[src/rtl/lsu_pkg.sv]
// Shared types and constants for the load/store unit.
package lsu_pkg;

   // RISC-V load funct3 codes
   localparam logic [2:0] F3_LB  = 3'b000;
   localparam logic [2:0] F3_LH  = 3'b001;
   localparam logic [2:0] F3_LW  = 3'b010;
   localparam logic [2:0] F3_LBU = 3'b100;
   localparam logic [2:0] F3_LHU = 3'b101;

   // RISC-V store funct3 codes
   localparam logic [2:0] F3_SB  = 3'b000;
   localparam logic [2:0] F3_SH  = 3'b001;
   localparam logic [2:0] F3_SW  = 3'b010;

   typedef enum logic [1:0] {
      ST_IDLE   = 2'd0,
      ST_ACCESS = 2'd1,
      ST_RESP   = 2'd2
   } lsu_state_e;

   typedef struct packed {
      logic        store;
      logic [2:0]  funct3;
      logic [31:0] addr;
      logic [31:0] wdata;
   } lsu_req_t;

   // A request faults on an unknown width code, a misaligned half/word,
   // or a word index past the end of data memory.
   function automatic logic req_fault(input lsu_req_t r, input logic [31:0] words);
      logic bad_f3;
      logic misal;
      logic oor;
      if (r.store) bad_f3 = (r.funct3 > F3_SW);
      else         bad_f3 = (r.funct3 == 3'b011) || (r.funct3 == 3'b110) ||
                            (r.funct3 == 3'b111);
      case (r.funct3[1:0])
         2'b01:   misal = r.addr[0];
         2'b10:   misal = |r.addr[1:0];
         default: misal = 1'b0;
      endcase
      oor = ({2'b00, r.addr[31:2]} >= words);
      return bad_f3 | misal | oor;
   endfunction

endpackage

[src/rtl/load_align.sv]
// Byte-lane alignment and sign/zero extension of a loaded memory word.
module load_align
   import lsu_pkg::*;
(
   input  logic [31:0] word_i,
   input  logic [1:0]  off_i,
   input  logic [2:0]  funct3_i,
   output logic [31:0] data_o
);

   logic [31:0] shifted;

   // Bring the addressed byte/half down to bit 0, then extend by width code.
   always_comb begin
      shifted = word_i >> {off_i, 3'b000};
      case (funct3_i)
         F3_LB:   data_o = {{24{shifted[7]}}, shifted[7:0]};
         F3_LH:   data_o = {{16{shifted[15]}}, shifted[15:0]};
         F3_LW:   data_o = shifted;
         F3_LBU:  data_o = {24'h0, shifted[7:0]};
         F3_LHU:  data_o = {16'h0, shifted[15:0]};
         default: data_o = 32'h0;
      endcase
   end

endmodule

[src/rtl/load_store_unit.sv]
// Single-outstanding load/store unit: IDLE -> ACCESS -> RESP, or straight
// to RESP for a faulting request without touching memory.
module load_store_unit
   import lsu_pkg::*;
#(
   parameter int DMEM_WORDS = 64
) (
   input  logic        clk,
   input  logic        rst,
   input  logic        req_valid,
   output logic        req_ready,
   input  logic        req_store,
   input  logic [2:0]  req_funct3,
   input  logic [31:0] req_addr,
   input  logic [31:0] req_wdata,
   output logic        resp_valid,
   input  logic        resp_ready,
   output logic [31:0] resp_rdata,
   output logic        resp_fault,
   output logic        busy,
   output logic        dmem_sel,
   output logic        wr,
   output logic [3:0]  mask,
   output logic [31:0] dmem_addr,
   output logic [31:0] dmem_data_wr,
   input  logic [31:0] dmem_data_rd
);

   lsu_state_e  state_q, state_d;
   lsu_req_t    req_q, req_d;
   logic [31:0] rdata_q, rdata_d;
   logic        fault_q, fault_d;

   lsu_req_t    req_in;
   logic        in_fault;
   logic [31:0] load_data;
   logic        access;

   assign req_in   = '{store: req_store, funct3: req_funct3, addr: req_addr, wdata: req_wdata};
   assign in_fault = req_fault(req_in, 32'(DMEM_WORDS));
   assign access   = (state_q == ST_ACCESS);

   load_align u_align (
      .word_i   (dmem_data_rd),
      .off_i    (req_q.addr[1:0]),
      .funct3_i (req_q.funct3),
      .data_o   (load_data)
   );

   // State, captured request and response registers; reset kills any
   // in-flight access immediately so no write can commit.
   always_ff @(posedge clk or negedge rst) begin
      if (!rst) begin
         state_q <= ST_IDLE;
         req_q   <= '0;
         rdata_q <= '0;
         fault_q <= 1'b0;
      end else begin
         state_q <= state_d;
         req_q   <= req_d;
         rdata_q <= rdata_d;
         fault_q <= fault_d;
      end
   end

   // Next-state: request inputs are only looked at in IDLE; response holds in RESP.
   always_comb begin
      state_d = state_q;
      req_d   = req_q;
      rdata_d = rdata_q;
      fault_d = fault_q;
      case (state_q)
         ST_IDLE: begin
            if (req_valid) begin
               req_d = req_in;
               if (in_fault) begin
                  state_d = ST_RESP;
                  fault_d = 1'b1;
                  rdata_d = 32'h0;
               end else begin
                  state_d = ST_ACCESS;
               end
            end
         end
         ST_ACCESS: begin
            state_d = ST_RESP;
            fault_d = 1'b0;
            rdata_d = req_q.store ? 32'h0 : load_data;
         end
         ST_RESP: begin
            if (resp_ready) state_d = ST_IDLE;
         end
         default: state_d = ST_IDLE;
      endcase
   end

   // Store lane enables and lane-replicated write data.
   always_comb begin
      mask         = 4'b0000;
      dmem_data_wr = req_q.wdata;
      case (req_q.funct3)
         F3_SB:   dmem_data_wr = {4{req_q.wdata[7:0]}};
         F3_SH:   dmem_data_wr = {2{req_q.wdata[15:0]}};
         default: dmem_data_wr = req_q.wdata;
      endcase
      if (access && req_q.store) begin
         case (req_q.funct3)
            F3_SB:   mask = 4'b0001 << req_q.addr[1:0];
            F3_SH:   mask = req_q.addr[1] ? 4'b1100 : 4'b0011;
            F3_SW:   mask = 4'b1111;
            default: mask = 4'b0000;
         endcase
      end
   end

   assign dmem_sel   = access;
   assign wr         = req_q.store;
   assign dmem_addr  = req_q.addr;
   assign req_ready  = (state_q == ST_IDLE) & rst;
   assign busy       = (state_q != ST_IDLE);
   assign resp_valid = (state_q == ST_RESP);
   assign resp_rdata = rdata_q;
   assign resp_fault = fault_q;

endmodule

[config.mk]
export PLATFORM = sky130hd
export DESIGN_NAME = load_store_unit
export DESIGN_NICKNAME = d
export VERILOG_FILES = /design/src/rtl/lsu_pkg.sv /design/src/rtl/load_align.sv /design/src/rtl/load_store_unit.sv
export SDC_FILE = /design/constraint.sdc
export NUM_CORES = 1
export LEC_CHECK = 0
export ABC_AREA = 1
export ABC_CLOCK_PERIOD_IN_PS = 1700
export CELL_PAD_IN_SITES_DETAIL_PLACEMENT = 1
export CELL_PAD_IN_SITES_GLOBAL_PLACEMENT = 2
export CORE_ASPECT_RATIO = 1.2
export CORE_MARGIN = 2
export CORE_UTILIZATION = 25
export CTS_CLUSTER_DIAMETER = 150
export DETAILED_ROUTE_END_ITERATION = 8
export GPL_TIMING_DRIVEN = 0
export PLACE_DENSITY = 0.91
export SKIP_CTS_REPAIR_TIMING = 1
export SYNTH_ARGS = -nofsm -noshare
export SYNTH_HDL_FRONTEND = slang
export SYNTH_SLANG_ARGS = --single-unit
[constraint.sdc]
create_clock -name clk -period 1.7 [get_ports clk]
set_input_delay 0.255 -clock clk [delete_from_list [all_inputs] [get_ports clk]]
set_output_delay 0.255 -clock clk [all_outputs]
set_load 0.005 [all_outputs]
; Word-level counts from Yosys, hierarchy flattened
; Cells that the tools add are included.
[classes]
magnitude_cmp = 2
n_eq_ne = 14
n_shift = 2
mux = 18
n_bitwise = 3
n_reduce_logical = 11
[ops]
columns = operator, n
row1 = $pmux 32 s5, 1
row2 = $pmux 32 s2, 2
row3 = $mux 32, 3
row4 = $shr 32x5->32, 1
row5 = $ge 30x7->1 const B, 1
row6 = $eq 3x3->1 const B, 4
row7 = $pmux 4 s3, 1
row8 = $mux 4, 2
row9 = $eq 3x2->1 const B, 2
row10 = $mux 2, 3
row11 = $pmux 2 s3, 1
row12 = $eq 2x1->1 const B, 2
row13 = $eq 2x2->1 const B, 2
row14 = $ne 2x2->1 const B, 2
row15 = $pmux 1 s2, 2
row16 = $reduce_and 2->1, 2
row17 = $reduce_bool 2->1, 2
row18 = $shl 1x2->4 const A, 1
row19 = $eq 3x1->1 const B, 1
row20 = $gt 3x2->1 const B, 1
row21 = $logic_not 3->1, 1
row22 = $mux 1, 3
row23 = $reduce_and 3->1, 1
row24 = $logic_not 2->1, 1
row25 = other kinds (6), 8
[word_totals]
register_bits = 103
input_bits = 104
output_inout_bits = 106
elab_cells = 57

; Longest topological paths before layout
; Gate-level depths: netlist of run 1.
[depth]
ltp_word = 9
depth_mapped = 13
ltp_nobuf = 12

; Cells and area by module
; A second synthesis of run 1 with hierarchy kept.
[unflattened]
hier_cells = 700
hier_area_um2 = 5968.2
[by_module_without_submodules]
columns = module, n_inst, cells_each, area_per_inst_um2, seq_area_each_um2
row1 = load_store_unit, 1, 508, 4963.5, 2577.5
row2 = load_align, 1, 192, 1004.7, 0.0

; Worst setup path before layout of run 1
; Ideal clock, no wire load.
[synth_path]
path_kind = register -> output
from = reg req_q[65] in the netlist's numbering
to = out dmem_data_wr[16]
arrival_ps = 1278
setup_slack_ps = 167
path_stages_with_launch = 7
path_buffers = 0
cell_sequence = dfrtp_1 inv_1 nand2_1 nor2_4 inv_1 nand2_2 mux2_2
[synth_via]
elab_chain_len = 2
elab_cells_between_ends = 3
classes_between = eq/ne (1) / mux (1) / reduce/logical (1)
[synth_rtl]
columns = item, line
row1 = "start, declared", load_store_unit.sv:30  ; lsu_req_t req_q, req_d;
row2 = "start signal, assigned", load_store_unit.sv:60  ; req_q <= req_d;
row3 = $eq 3x1->1 / $logic_not 3->1 (equally long branches), load_store_unit.sv:101  ; case (req_q.funct3)
row4 = $pmux 32 s2 (*), load_store_unit.sv:101
row5 = "end, declared", load_store_unit.sv:25  ; output logic [31:0] dmem_data_wr,
; Every way passes the cells marked *; elsewhere a longest branch is shown, timed or not.

; Worst setup path after layout of run 1
[layout_path]
from = reg req_q[65] in the netlist's numbering
to = out dmem_data_wr[19]
; Same word-level chain as after synthesis.

==> results.yml, run 1 <==
worst_setup_path:
  path_delay_family: "buffers and inverters"
  crit_type: "reg2out"
  critPathSlowestCell: "dfrtp_1"
  cp.arrival_ns: 1.95
  worst-path-max-fanout: 7
  crit_buf_inv: 5
  r2r_cells: 11
  critPathMaxStageDelay_ns: 0.41
  crit_required_ns: 1.44
  cp-start-kind: "register"
  path_cells: "inv_2, nand2_4, nor2_4, clkinvlp_4, buf_6, nand2_4, buf_12, mux2_4, buf_6"
  critical_path.endpoint_type: "output port"
  r2r-start: "dmem_addr[0]"
  ff2ff_setup_slack_ns: 0.05
  r2r_end: "resp_rdata[28]"
global_routing:
  grt.overflow.total: 0
  antenna_found_initial: 2
  grtUsageTotal_pct: 16.5
  grt_pass1_vias: 5483
  grt_start_max_net_pins: 62
  grt_first_pass_wirelength_microns: 30300
layout:
  final_core_util_pct: 40.0
  layout_commonest_cell: "clkdlybuf4s50_1"
  most-common-layout-cells: "172 x clkdlybuf4s50_1, 156 x nand2_1, 98 x dfrtp_1"
  final_area_sq_um: 8900
  register_area_sq_um: 2580
  fin_nets: 1007
  stdcell_count: 1185
  syn_to_final_growth_pct: 58.9
  multi_input_area_sq_um: 2500
  drive_above_1_share_pct: 30.1
  n_fill_cell: 2601
yosys:
  ys_types: 27
  synth_area_sq_um: 5600
  postSynthCellCount: 639
  ys_seq_elements: 103
  syn-num-nets: 746
  syn_area_per_cell_sq_um: 8.76
  yosysWarnings: 0
  yosysSeqAreaShare_pct: 46.0
timing:
  finalSetupViolations: 28
  fin_ws_ns: -0.501
  worst_clock_skew_ns: 0.00797
  worst_pin_slew_ns: 0.605
  slew_headroom_pct: 59.7
  min_period_over_period_pct: 129
  drv_slew: 0
  rsz0062_at_grt: "true"
  hold_viol_final: 42
  timing.fmax_ghz: 0.454
  worst_hold_slack_ns: -0.113
  post-route-min-period_ns: 2.20
placed_design:
  place_area_sq_um: 8070
  numPlacedInstances: 1128
  portBuffers: 209
  gp_congestion: 0.834
  dp_hpwl_microns: 15200
worst_hold_path:
  worst_hold_path_type: "in2async"
floorplan:
  ios: 210
  fp.dieW_microns: 141
  die-area_sq_um: 23600
  start_util_pct: 25.2
  core_area_sq_um: 22200
  die_h_microns: 168
  row_count: 60
drt:
  via_per_inst: 4.48
  antenna_left: 0
  vias: 5309
  firstDrtPassIters: 4
  drtIter0Drc: 214
  drt-total-wl_microns: 20000
  avgRoutedWirePerCell_microns: 16.9
  drcViolationCount: 0
cts:
  htree_levels: 3
  cts_tree: "built"
  cts_buffers: 9
  cts.clk_slew.worst_paths_ns: 0.08
  clk_latency_ns: 0.36
  cts.sinks: 103
  clockBufferDepth: 2
  clock-root-buffer: "clkbuf_16"
power_and_ir_drop:
  internal-power_uw: 5940
  p_sw_uw: 2900
  pwr-share-seq_pct: 34.4
  p_total_uw: 8840
  comb_power_share_pct: 42.4
  p_leak_uw: 0.00442
  switching_share_pct: 32.8
  clockPowerShare_pct: 23.2
  ir_worst_vdd_v: 0.000526
  power.density_nw_per_um2: 994
run_status:
  outcome: "finished with violations"
  violations: "hold timing, setup timing"
job:
  drv_cap: 0
[logic make-up after synthesis]
logic type / Yosys count / synth area share (%)
muxes: 57 / 11.5
buffers and inverters: 124 / 12.1
DFF: 103 / 46.0
adders and majority gates: 3 / 0.670
and+or+nand+nor: 274 / 22.0
AOI/OAI and AO/OA: 78 / 7.66
[layout make-up]
class / instances / area share (%)
well taps: 279 / 3.92
inverters: 54 / 2.52
clock inverters: 7 / 0.605
flip-flops and latches: 103 / 29.0
diodes: 1 / 0.0281
plain buffers: 70 / 6.05
multi-input cells: 412 / 28.1
clock buffers: 9 / 2.53
repair buffers: 250 / 27.2
[Yosys cell counts]
master    count  area share [%]
nor2_2        1            0.11
inv_2         2            0.13
o211ai_1      8             1.1
dfrtp_1     103              46
inv_4         1            0.11
a22oi_1       7            0.94
buf_4        42             5.6
buf_6         4            0.80
clkbuf_1      4            0.27
nand3_1      55             4.9
mux2_2       57              11
nor2_1       34             2.3
clkinv_1      1           0.067
nand4_1       1            0.11
a21oi_1      14             1.3
nand3_2      13             2.3
nand2_4       2            0.40
nor2_4        4            0.80
o22ai_1       1            0.11
ha_1          3            0.67
buf_1         1           0.067
buf_2        19             1.7
o21ai_0      46             4.1
nand2_1     162              11
inv_1        50             3.4
nand2_2       2            0.22
o21ai_1       2            0.18
[per-stage QoR]
| stage | worst slack, ns | TNS, ns |
|---|---|---|
| detailed placement | -0.695 | -40.58 |
| global placement | -3.93 | -445.42 |
| finish | -0.501 | -10.72 |
| floorplan | 0.167 | 0 |
| global route | -0.566 | -13.15 |
| CTS | -1.10 | -35.88 |
[registers in the layout, indices dropped and copies added (netlist names)]
register and flops:
wr 1, resp_rdata 32, resp_fault 1, req_q 35, state_q 2, dmem_addr 32
[metal layers]
layer	GRT usage (%)	part of all wire, %	up-vias
met3	4.47	6.5	26
li1	-	-	2565
met2	28.9	51	162
met5	0	0.065	-
met4	5.65	1.9	2
met1	19.5	41	2554
[power by group through the flow]
| stage | combinational, uW | clock [uW] | sequential [uW] |
|---|---|---|---|
| CTS | 3390 | 2140 | 3030 |
| detailed placement | 3370 | 0 | 3080 |
| global placement | 3310 | 0 | 3060 |
| floorplan | 1680 | 0 | 3000 |
| global route | 4080 | 2220 | 3090 |
| finish | 3750 | 2050 | 3040 |
[worst max path at each step]
stage               startpoint               end  slack [ns]  depth (start not counted)
floorplan            req_q[65]  dmem_data_wr[16]        0.17                          6
global placement           rst         req_q[21]       -3.93                          1
detailed placement   req_q[65]  dmem_data_wr[23]       -0.70                          9
CTS                  req_q[65]  dmem_data_wr[23]       -1.10                          9
global route         req_q[65]  dmem_data_wr[19]       -0.57                          9
finish               req_q[65]  dmem_data_wr[19]       -0.50                          9
(Power assumes the default switching activity.)
==> run 2: changes to the inputs <==
GPL_TIMING_DRIVEN = unset   (was 0)
==> results.yml, run 2 (synthesized netlist as in run 1, its figures left out) <==
layout:
  regMostFlops: "req_q"
  final_core_util_pct: 39.6
  final_area_sq_um: 8800
  largest_reg_flops: 35
  fin_nets: 969
  most-common-layout-cells: "172 x clkdlybuf4s50_1, 149 x nand2_1, 100 x dfrtp_1"
  syn_to_final_growth_pct: 57.2
  drive_above_1_share_pct: 28.4
  layout_commonest_cell: "clkdlybuf4s50_1"
worst_setup_path:
  r2r_end: "resp_rdata[20]"
  worst-path-max-fanout: 7
  critPathMaxStageDelay_ns: 0.43
  crit_start: "req_q[66]"
  cp.arrival_ns: 1.78
  r2r-start: "req_q[65]"
  ff2ff_setup_slack_ns: 0.07
  path_cells: "nor2_4, nand2_4, buf_6, nand2_4, buf_12, mux2_4, buf_6"
  crit_type: "reg2out"
  cp-start-kind: "register"
  r2r_cells: 12
  critical_path.endpoint_type: "output port"
  critPathSlowestCell: "dfrtp_2"
  crit_required_ns: 1.44
drt:
  drt-total-wl_microns: 19500
  antenna_left: 0
  avgRoutedWirePerCell_microns: 17.0
  drtIter0Drc: 177
  drcViolationCount: 0
  via_per_inst: 4.57
  vias: 5243
  firstDrtPassIters: 4
floorplan:
  fp.dieW_microns: 141
  start_util_pct: 25.2
  row_count: 60
  core_area_sq_um: 22200
  die-area_sq_um: 23600
  ios: 210
  die_h_microns: 168
timing:
  fin_ws_ns: -0.334
  worst_pin_slew_ns: 0.644
  post-route-min-period_ns: 2.03
  worst_hold_slack_ns: -0.0413
  setup-tns-final_ns: -6.40
  drv_slew: 0
  hold_viol_final: 22
  slew_headroom_pct: 57.1
  worst_clock_skew_ns: 0.00723
  rsz0062_at_grt: "true"
  min_period_over_period_pct: 120
  finalSetupViolations: 28
  timing.fmax_ghz: 0.492
cts:
  cts_tree: "built"
  cts_buffers: 9
  cts.sinks: 103
  clockBufferDepth: 2
  clock-root-buffer: "clkbuf_16"
  htree_levels: 3
  clk_latency_ns: 0.36
  cts.clk_slew.worst_paths_ns: 0.07
power_and_ir_drop:
  power.density_nw_per_um2: 1000
  pwr-share-seq_pct: 34.6
  internal-power_uw: 5940
  ir_worst_vdd_v: 0.000539
  p_leak_uw: 0.00432
  p_sw_uw: 2870
  p_total_uw: 8810
  clockPowerShare_pct: 24.9
  comb_power_share_pct: 40.6
  switching_share_pct: 32.6
global_routing:
  grtUsageTotal_pct: 15.7
  grt_first_pass_wirelength_microns: 29200
  grt_pass1_vias: 5362
  grt_start_max_net_pins: 104
  grt.overflow.total: 0
  antenna_found_initial: 1
placed_design:
  gp_congestion: 0.836
  place_ws_ns: -0.498
  place_area_sq_um: 8130
  dp_hpwl_microns: 14600
  portBuffers: 209
run_status:
  outcome: "finished with violations"
  violations: "hold timing, setup timing"
worst_hold_path:
  worst_hold_path_type: "in2async"
job:
  drv_cap: 0
==> run 2: final cells by class <==
class	instances	area (sq um)
well taps	279	349
flip-flops and latches	103	2580
diodes	1	2.50
fillers	2568	13400
repair buffers	281	2770
inverters	54	220
clock buffers	9	225
multi-input cells	412	2570
clock inverters	7	80.1
repair inverters	1	8.76
==> run 2: worst max path at each step <==
stage / endpoint / slack, ns
CTS: mask[3] / -0.90
floorplan: dmem_data_wr[16] / 0.17
global route: dmem_data_wr[19] / -0.40
detailed placement: mask[3] / -0.50
global placement: mask[2] / -0.42
finish: dmem_data_wr[19] / -0.33
==> run 2: per-layer routing <==
layer	wire length (microns)	vias to the layer above	global-route usage, %
li1	-	2491	-
met1	7830	2580	18.4
met2	10100	153	28.1
met3	1230	19	4.66
met4	332	0	4.09
met5	0	-	0
==> run 2: per-stage QoR <==
step | std cells | hold WS [ns]
5_1_grt | 1147 | 0.0636
4_1_cts | 1132 | 0.0527
6_report | 1147 | -0.0413
3_5_place_dp | 1116 | 0.441
2_1_floorplan | 639 | -0.0406
3_3_place_gp | 1116 | 0.435
==> run 2: critical path: cells and delay by family (launching register included) <==
family,cells,cell delay [ns]
buffers and inverters,3,0.38
flip-flops,1,0.43
multiplexers,1,0.31
AND/OR/NAND/NOR,3,0.31
==> run 2: power groups by stage <==
stage	clock network, uW	logic, uW	registers, uW
after global placement	0	3270	3060
final	2190	3570	3040
after floorplan	0	1680	3000
after global routing	2360	3870	3090
after detailed placement	0	3320	3080
after CTS	2280	3340	3030
==> run 3: changes to the inputs <==
PLACE_DENSITY = 0.88   (was 0.91)
==> results.yml, run 3 (synthesized netlist as in run 1, its figures left out) <==
run_status:
  outcome: "finished with violations"
  violations: "setup timing"
power_and_ir_drop:
  power.density_nw_per_um2: 1010
  p_leak_uw: 0.00430
  ir_worst_vdd_v: 0.000532
layout:
  fin_nets: 970
  most-common-layout-cells: "172 x clkdlybuf4s50_1, 156 x nand2_1, 101 x dfrtp_1"
  largest_reg_flops: 35
  final_area_sq_um: 8740
  n_fill_cell: 2591
  stdcell_count: 1149
  layout_commonest_cell: "clkdlybuf4s50_1"
  syn_to_final_growth_pct: 56.2
  regMostFlops: "req_q"
  final_core_util_pct: 39.3
  drive_above_1_share_pct: 26.8
worst_setup_path:
  crit_type: "reg2out"
  path_cells: "nor2_2, nand2_4, buf_6, nand2_8, buf_12, mux2_4, buf_6"
  critical_path.endpoint_type: "output port"
  worst-path-max-fanout: 5
  cp-start-kind: "register"
  crit_buf_inv: 3
  critPathSlowestCell: "dfrtp_1"
  path_delay_family: "flip-flops"
  crit_required_ns: 1.44
  critPathMostFrequentCell: "buf_6"
  critPathMaxStageDelay_ns: 0.44
  cp.arrival_ns: 1.84
floorplan:
  row_count: 60
  core_area_sq_um: 22200
  ios: 210
  start_util_pct: 25.2
  fp.dieW_microns: 141
  die_h_microns: 168
  die-area_sq_um: 23600
global_routing:
  grtUsageTotal_pct: 16.1
  antenna_found_initial: 2
  grt.overflow.total: 0
  grt_first_pass_wirelength_microns: 29900
  grt_pass1_vias: 5531
  grt_start_max_net_pins: 104
cts:
  cts_tree: "built"
  clock-root-buffer: "clkbuf_16"
  cts.clk_slew.worst_paths_ns: 0.08
  cts.sinks: 103
  clockBufferDepth: 2
  clk_latency_ns: 0.36
  cts_buffers: 9
  htree_levels: 3
timing:
  drv_slew: 0
  post-route-min-period_ns: 2.10
  min_period_over_period_pct: 123
  worst_clock_skew_ns: 0.00806
  timing.fmax_ghz: 0.477
  slew_headroom_pct: 61.0
  finalSetupViolations: 28
  rsz0062_at_grt: "true"
  hold_viol_final: 0
  fin_ws_ns: -0.395
  worst_pin_slew_ns: 0.584
drt:
  drtIter0Drc: 183
  drcViolationCount: 0
  antenna_left: 0
  firstDrtPassIters: 4
  vias: 5191
  drt-total-wl_microns: 19900
  via_per_inst: 4.52
  avgRoutedWirePerCell_microns: 17.3
placed_design:
  portBuffers: 209
  place_area_sq_um: 8090
  gp_congestion: 0.815
  numPlacedInstances: 1107
  dp_hpwl_microns: 14400
worst_hold_path:
  worst_hold_path_type: "in2async"
job:
  drv_cap: 0
-- run 3: worst reg2reg max path, delay by kind of cell, from the launching register on --
family	cells	cell delay [ns]
buf+inv	5	0.62
simple gates	6	0.52
flops	1	0.44
-- run 3: power by group --
| part | switching (uW) | internal [uW] |
|---|---|---|
| sequential | 239 | 2810 |
| clock | 1050 | 1160 |
| combinational | 1620 | 1980 |
| total | 2910 | 5950 |
-- run 3: final cells by class --
class                   instances  area, sq um  share of cell area [%]
repair inverters                1         6.26                  0.0716
well taps                     279          349                    3.99
repair buffers                282         2770                    31.7
diodes                          2         5.00                  0.0572
clock inverters                 7         78.8                   0.902
inverters                      54          215                    2.46
clock buffers                   9          225                    2.58
multi-input cells             412         2510                    28.8
flip-flops and latches        103         2580                    29.5
-- run 3: layer usage --
layer  global-route usage (%)  wire length, microns  vias up
li1                         -                     -     2483
met1                     18.5                  7870     2532
met2                     29.4                 10500      161
met3                     4.61                  1240       15
met4                     4.13                   247        0
met5                        0                     0        -
-- run 3: path summary, 6_finish.rpt --
check / start / endpoint / slack (ns) / cells past startpoint
hold / removal: rst / resp_rdata[11] / 0.01 / 2
max in group asynchronous: rst / req_q[25] / 1.23 / 2
min in group clk: req_funct3[0] / req_q[64] / 0.36 / 4
hold reg to reg: dmem_addr[9] / dmem_addr[9] / 0.49 / 2
setup reg to reg: req_q[64] / resp_rdata[17] / 0.05 / 11
setup / recovery: req_q[64] / dmem_data_wr[22] / -0.40 / 7
-- run 3: metrics by stage --
step | setup TNS, ns | setup slack [ns] | hold WS, ns | total power (uW)
after floorplan | 0 | 0.167 | -0.0406 | 4680
after global placement | -21.40 | -0.455 | 0.459 | 6340
after detailed placement | -24.89 | -0.482 | 0.454 | 6400
after CTS | -25.09 | -0.808 | 0.0628 | 8670
after global routing | -11.44 | -0.473 | 0.0654 | 9380
final | -8.18 | -0.395 | 0.0123 | 8850
